==> config.mk <==
export PLATFORM = sky130hd
export DESIGN_NAME = vin_lock_monitor
export DESIGN_NICKNAME = d
export VERILOG_FILES = /design/src/rtl/vin_lock_pkg.sv /design/src/rtl/sat_counter.sv /design/src/rtl/vin_lock_monitor.sv
export SDC_FILE = /design/constraint.sdc
export NUM_CORES = 1
export LEC_CHECK = 0
export CORE_MARGIN = 4
export CORE_UTILIZATION = 49
export DETAILED_ROUTE_END_ITERATION = 6
export PLACE_DENSITY = 0.7
export SLEW_MARGIN = 20
export SYNTH_ARGS = -nofsm -noshare
export SYNTH_HDL_FRONTEND = slang
export SYNTH_SLANG_ARGS = --single-unit
==> constraint.sdc <==
create_clock -name clk -period 2.7 [get_ports clk]
set_clock_uncertainty 0.05 [all_clocks]
set_input_delay 0.81 -clock clk [delete_from_list [all_inputs] [get_ports clk]]
set_output_delay 0.81 -clock clk [all_outputs]
set_load 0.02 [all_outputs]
==> src/rtl/vin_lock_pkg.sv <==
// Shared types and constants for the video input lock monitor.
package vin_lock_pkg;

    typedef enum logic [1:0] {
        UNLOCKED = 2'd0,
        ACQUIRE  = 2'd1,
        LOCKED   = 2'd2
    } lock_state_t;

    localparam int ERR_W = 8;

endpackage

==> src/rtl/sat_counter.sv <==
// Up-counter with enable and synchronous clear that sticks at all-ones.
module sat_counter #(
    parameter int W = 8
) (
    input  logic         clk,
    input  logic         rst_n,
    input  logic         clr,
    input  logic         en,
    output logic [W-1:0] cnt
);

    always_ff @(posedge clk) begin
        if (!rst_n) begin
            cnt <= '0;
        end else if (clr) begin
            cnt <= '0;
        end else if (en && (cnt != {W{1'b1}})) begin
            cnt <= cnt + W'(1);
        end
    end

endmodule

==> src/rtl/vin_lock_monitor.sv <==
// Measures FPD-Link line/frame timing, tracks lock, and gates DE so only
// whole conforming frames are written into the video input FIFO.
module vin_lock_monitor
    import vin_lock_pkg::*;
#(
    parameter int H_ACT       = 800,
    parameter int V_ACT       = 1200,
    parameter int LOCK_FRAMES = 2,
    parameter int TIMEOUT     = 2000000,
    parameter int CNT_W       = 12,
    parameter int PIX_W       = 8
) (
    input  logic             clk,
    input  logic             rst_n,
    input  logic             v_vsync,
    input  logic             v_hsync,
    input  logic             v_de,
    input  logic [PIX_W-1:0] v_pixel,
    output logic             o_vsync,
    output logic             o_hsync,
    output logic             o_de,
    output logic [PIX_W-1:0] o_pixel,
    output logic             locked,
    output logic             frame_start,
    output logic             err_line,
    output logic             err_frame,
    output logic [ERR_W-1:0] err_count,
    output logic [CNT_W-1:0] meas_h_act,
    output logic [CNT_W-1:0] meas_v_act
);

    localparam int TMO_W = $clog2(TIMEOUT + 1);

    logic             vs_p1, hs_p1, de_p1;
    logic [PIX_W-1:0] pix_p1;
    logic             vs_p2, hs_p2, de_p2;
    logic [PIX_W-1:0] pix_p2;

    lock_state_t      state, state_n;
    logic [3:0]       good_cnt, good_n;
    logic             err_frame_n;
    logic             seen_vs, frame_bad, vs_rise_d, gate_en, gate;

    logic [CNT_W-1:0] pix_cnt, line_cnt, line_total;
    logic [TMO_W-1:0] tmo_cnt;
    logic             vs_rise, de_fall, line_bad, judge, frame_good;
    logic             tmo_run, tmo_fire;

    // stage 1 / stage 2 input pipeline
    always_ff @(posedge clk) begin
        if (!rst_n) begin
            vs_p1  <= 1'b0;
            hs_p1  <= 1'b0;
            de_p1  <= 1'b0;
            pix_p1 <= '0;
            vs_p2  <= 1'b0;
            hs_p2  <= 1'b0;
            de_p2  <= 1'b0;
            pix_p2 <= '0;
        end else begin
            vs_p1  <= v_vsync;
            hs_p1  <= v_hsync;
            de_p1  <= v_de;
            pix_p1 <= v_pixel;
            vs_p2  <= vs_p1;
            hs_p2  <= hs_p1;
            de_p2  <= de_p1;
            pix_p2 <= pix_p1;
        end
    end

    assign vs_rise = vs_p1 & ~vs_p2;
    assign de_fall = ~de_p1 & de_p2;

    sat_counter #(.W(CNT_W)) u_pix_cnt (
        .clk(clk), .rst_n(rst_n), .clr(de_fall), .en(de_p1), .cnt(pix_cnt)
    );

    sat_counter #(.W(CNT_W)) u_line_cnt (
        .clk(clk), .rst_n(rst_n), .clr(vs_rise), .en(de_fall), .cnt(line_cnt)
    );

    sat_counter #(.W(TMO_W)) u_tmo_cnt (
        .clk(clk), .rst_n(rst_n), .clr(vs_rise), .en(tmo_run), .cnt(tmo_cnt)
    );

    sat_counter #(.W(ERR_W)) u_err_cnt (
        .clk(clk), .rst_n(rst_n), .clr(1'b0), .en(err_frame), .cnt(err_count)
    );

    // A line ending in the vsync cycle still belongs to the frame being judged.
    assign line_bad   = de_fall && (pix_cnt != CNT_W'(H_ACT));
    assign line_total = (de_fall && (line_cnt != {CNT_W{1'b1}})) ? line_cnt + CNT_W'(1) : line_cnt;
    assign judge      = vs_rise && seen_vs;
    assign frame_good = !frame_bad && !line_bad && (line_total == CNT_W'(V_ACT));
    assign tmo_run    = (tmo_cnt != TMO_W'(TIMEOUT));
    assign tmo_fire   = !vs_rise && (tmo_cnt == TMO_W'(TIMEOUT - 1));

    always_comb begin
        state_n     = state;
        good_n      = good_cnt;
        err_frame_n = 1'b0;
        if (tmo_fire) begin
            state_n     = UNLOCKED;
            good_n      = '0;
            err_frame_n = 1'b1;
        end else if (judge) begin
            if (!frame_good) begin
                state_n     = UNLOCKED;
                good_n      = '0;
                err_frame_n = 1'b1;
            end else if (state != LOCKED) begin
                good_n  = good_cnt + 4'd1;
                state_n = (good_n >= 4'(LOCK_FRAMES)) ? LOCKED : ACQUIRE;
            end
        end else if (line_bad && (state == LOCKED)) begin
            state_n     = UNLOCKED;
            good_n      = '0;
            err_frame_n = 1'b1;
        end
    end

    always_ff @(posedge clk) begin
        if (!rst_n) begin
            state      <= UNLOCKED;
            good_cnt   <= '0;
            seen_vs    <= 1'b0;
            frame_bad  <= 1'b0;
            err_line   <= 1'b0;
            err_frame  <= 1'b0;
            vs_rise_d  <= 1'b0;
            gate_en    <= 1'b0;
            meas_h_act <= '0;
            meas_v_act <= '0;
        end else begin
            state     <= state_n;
            good_cnt  <= good_n;
            err_line  <= line_bad;
            err_frame <= err_frame_n;
            vs_rise_d <= vs_rise;
            if (tmo_fire) begin
                seen_vs <= 1'b0;
            end else if (vs_rise) begin
                seen_vs <= 1'b1;
            end
            if (vs_rise) begin
                frame_bad <= 1'b0;
            end else if (line_bad) begin
                frame_bad <= 1'b1;
            end
            if (de_fall) begin
                meas_h_act <= pix_cnt;
            end
            if (vs_rise) begin
                meas_v_act <= line_total;
            end
            // Gate opens only at the stage-2 vsync edge so o_de never starts mid-line.
            if (state != LOCKED) begin
                gate_en <= 1'b0;
            end else if (vs_rise_d) begin
                gate_en <= 1'b1;
            end
        end
    end

    assign gate        = (state == LOCKED) && (gate_en || vs_rise_d);
    assign locked      = (state == LOCKED);
    assign frame_start = vs_rise_d && (state == LOCKED);

    assign o_vsync = vs_p2;
    assign o_hsync = hs_p2;
    assign o_de    = de_p2 & gate;
    assign o_pixel = pix_p2;

endmodule
==> key figures <==
Status
  – Outcome: completed

Routing
  – Met2 WL: 4800 um
  – Via count: 3892
  – TritonRoute pass-1 iters: 5
  – Via-to-Cell Ratio: between 5 and 6
  – Wire length on met1: 4380 um
  – DR WL/cell: 13.7 um
  – DRT iter0 DRCs: 212
  – DRC viols: 0
  – Final ANT Viol Nets: 0
  – Total length of routed wires: 10000 um
  – Met3 wire length: approximately 640 um
  – Highest metal used: met4

Cells and area
  – Layout cells sized above 1: about 6.5%
  – Post-Route Utilization: about three fifths
  – Fin area: 5610 sq um
  – Most common cell after layout, fill and taps aside: dfxtp_1
  – Fill cells: ~850
  – Nets@finish: approximately 600
  – Commonest non-fill, non-tap cells in the layout: 111 x dfxtp_1, 71 x nor2_1, 60 x nand2_1
  – Area grow syn2layout: 19.5%
  – Antenna cells: 0

Synthesis
  – Largest family of logic cells by synthesized area: simple AND/OR/NAND/NOR gates
  – Post-synthesis area per instance: slightly below 9 sq um
  – Unique cell type count in the Yosys netlist: 58
  – Cell area after synthesis: approximately 4700 sq um
  – Seq/Total Area, Yosys: approximately 47%
  – Post-synthesis xor/xnor area fraction: between 7 and 8%
  – Flops & latches, synth: 111
  – Post-synthesis adder-cell area fraction: ~2.1%
  – Compound-gate portion of the synthesized area: about a tenth
  – Syn Inst Count: 536
  – Post-Synth Simple-Gate Area: between 20% and 30%
  – Async S/R FF share, synth: 0%
  – Post-synth top flop: dfxtp_1
  – Syn_nets: ~560
  – EDFF count, synth: 0
  – Synth warnings: 0
  – Mux contribution to synthesized area: less than 1%

Place
  – Area after DPL: ~5400 sq um
  – PortBufs: around 60
  – Final HPWL DP: 7270 um
  – GPL Wtd Cong: approximately 0.85

Die
  – CORE AREA: about 9300 sq um
  – FP Rows: 35
  – Die Height: between 100 and 150 um
  – Die area: roughly 11000 sq um
  – Die Wd: ~110 um
  – Initial cell density of the core: about half
  – Ports: 60

Power and ir drop
  – Cell Pwr Density: between 400 and 500 nW/um^2
  – P_leak: about 1.9 nW
  – Worst vdd ir: 0.000271 V

Global routing
  – Remaining Overflow, GRT: 0
  – Initial antenna violation count: 0
  – First-pass GRT wire length: 17100 um
  – Largest net degree at the start of global routing: 35
  – Vias in the first global route: around 3700
  – GRT Total Usage: between 10% and 20%

Clock network
  – Buffer count from post-CTS setup fixing: 0
  – Post-cts repair resize count: 3
  – CTS clk-pin slew, worst paths: ~0.11 ns
  – TritonCTS clock tree: done
  – Root Driver: clkbuf_8
  – Num CTS Buffers: 9
  – Num Clock Sinks: between 100 and 150
  – Worst skew pair latency: about 0.38 ns
  – CTS HTree Levels: 3
  – Cts hold-fix bufs: 0
  – Clock tree buffer depth: 2

Critical path
  – Critical path class: reg2reg
  – CP arrival: roughly 2.8 ns
  – Crit start category: flop
  – Critical path capture point type: flop
  – CP Max Fanout: 6
  – Worst Path Required: a little under 3 ns

Run
  – # Max-Cap Violations: 0

Timing
  – Period utilization: 95.4%
  – Least-Margin Pin Slew: 0.624 ns
  – Final hold violations: 0
  – Final setup viols: 0
  – Fmax: 0.388 GHz
  – Setup_tns: 0 ns
  – Crit path time final: about 2.6 ns
  – Setup repair after global routing missed its margin: false
  – Max-slew violations: 0
  – Relative slew slack: between 50% and 60%

Min path
  – Class of the worst hold path: reg2reg
## cell type report
type,instances,area [sq um],area share (%)
clock buffers,9,124,2.21
clock inverters,6,52.6,0.937
inverters,14,52.6,0.937
multi-input cells,389,2310,41.2
flip-flops and latches,111,2220,39.6
well taps,129,161,2.88
repair buffers,72,684,12.2
## cell usage after synthesis (2+ instances only)
| cell type | instances | area share, % |
|---|---|---|
| buf_6 | 3 | 0.72 |
| or4_1 | 2 | 0.32 |
| ha_1 | 8 | 2.1 |
| and3_1 | 7 | 0.93 |
| nand3b_1 | 2 | 0.32 |
| a32oi_1 | 2 | 0.37 |
| nor2_1 | 71 | 5.7 |
| a21o_1 | 2 | 0.32 |
| clkbuf_1 | 15 | 1.2 |
| nand4b_1 | 3 | 0.56 |
| xnor2_1 | 17 | 3.2 |
| a41oi_1 | 2 | 0.37 |
| o31ai_1 | 2 | 0.32 |
| dfxtp_1 | 111 | 47 |
| clkbuf_2 | 2 | 0.21 |
| nor3_1 | 7 | 0.75 |
| a31oi_1 | 7 | 0.93 |
| nand2_1 | 60 | 4.8 |
| inv_1 | 12 | 0.96 |
| nor2b_1 | 3 | 0.40 |
| and3b_1 | 2 | 0.37 |
| o21ai_0 | 8 | 0.85 |
| nand3_1 | 26 | 2.8 |
| a21oi_1 | 36 | 3.8 |
| nand4_1 | 12 | 1.6 |
| or3_1 | 9 | 1.2 |
| nor4_1 | 6 | 0.80 |
| nor4b_1 | 3 | 0.56 |
| xor2_1 | 22 | 4.1 |
| or2_2 | 2 | 0.27 |
| mux2i_1 | 4 | 0.85 |
| and2_1 | 29 | 3.9 |
| nand2b_1 | 2 | 0.27 |
| a211oi_1 | 7 | 1.1 |
| and4_1 | 7 | 1.3 |
## path summary, 6_finish.rpt
check / startpoint / endpoint / slack [ns] / depth (start not counted)
worst max-delay path: u_line_cnt.cnt[0] / good_cnt[2] / 0.12 / 8
worst min register to register: pix_p1[2] / o_pixel[2] / 0.39 / 1
worst max register to register: u_line_cnt.cnt[0] / good_cnt[2] / 0.12 / 8
worst min-delay path: pix_p1[2] / o_pixel[2] / 0.39 / 1
## stage by stage
step / worst slack, ns / hold slack, ns / std cells / power (mW)
2_1_floorplan: 0.337 / 0.362 / 536 / 1.82
3_3_place_gp: 0.244 / 0.363 / 715 / 1.90
3_5_place_dp: 0.187 / 0.372 / 715 / 1.90
4_1_cts: 0.119 / 0.398 / 730 / 2.82
5_1_grt: 0.0270 / 0.414 / 730 / 2.90
6_report: 0.125 / 0.394 / 730 / 2.79
## worst max-delay path, cell delays in order, from the launching register on
cell      delay [ns]
dfxtp_1         0.44
ha_1            0.25
and3_2          0.24
a31oi_4         0.11
or3_1           0.32
a2111o_1        0.47
and4bb_4        0.39
a31oi_1         0.09
a31oi_1         0.14
## flip-flops by register name, indices dropped and copies added (netlist names), 2 cells and up
name,cells
u_tmo_cnt.cnt,21
meas_h_act,12
meas_v_act,12
u_line_cnt.cnt,12
u_pix_cnt.cnt,12
o_pixel,8
pix_p1,8
u_err_cnt.cnt,8
good_cnt,4
state,2
## metal layers
layer,track usage [%],vias up
met5,0,-
met4,7.12,0
met3,3.83,16
met2,31.9,93
met1,23.0,1805
li1,-,1978
## logic make-up (layout without fill, tap and decap cells)
logic type / Yosys count / count (layout)
AOI/OAI and AO/OA: 77 / 77
and+or+nand+nor: 261 / 261
adders and majority gates: 8 / 8
DFF: 111 / 111
muxes: 4 / 4
buffers and inverters: 36 / 101
xor gates and xnor gates: 39 / 39
## where the power goes
group          leakage, nW  internal, mW  total (mW)  switching, mW
combinational        0.961        0.0769       0.172         0.0949
clock               0.0842         0.346       0.928          0.583
sequential           0.901          1.67        1.69         0.0203
No activity file was read; power rests on OpenSTA's default activity.
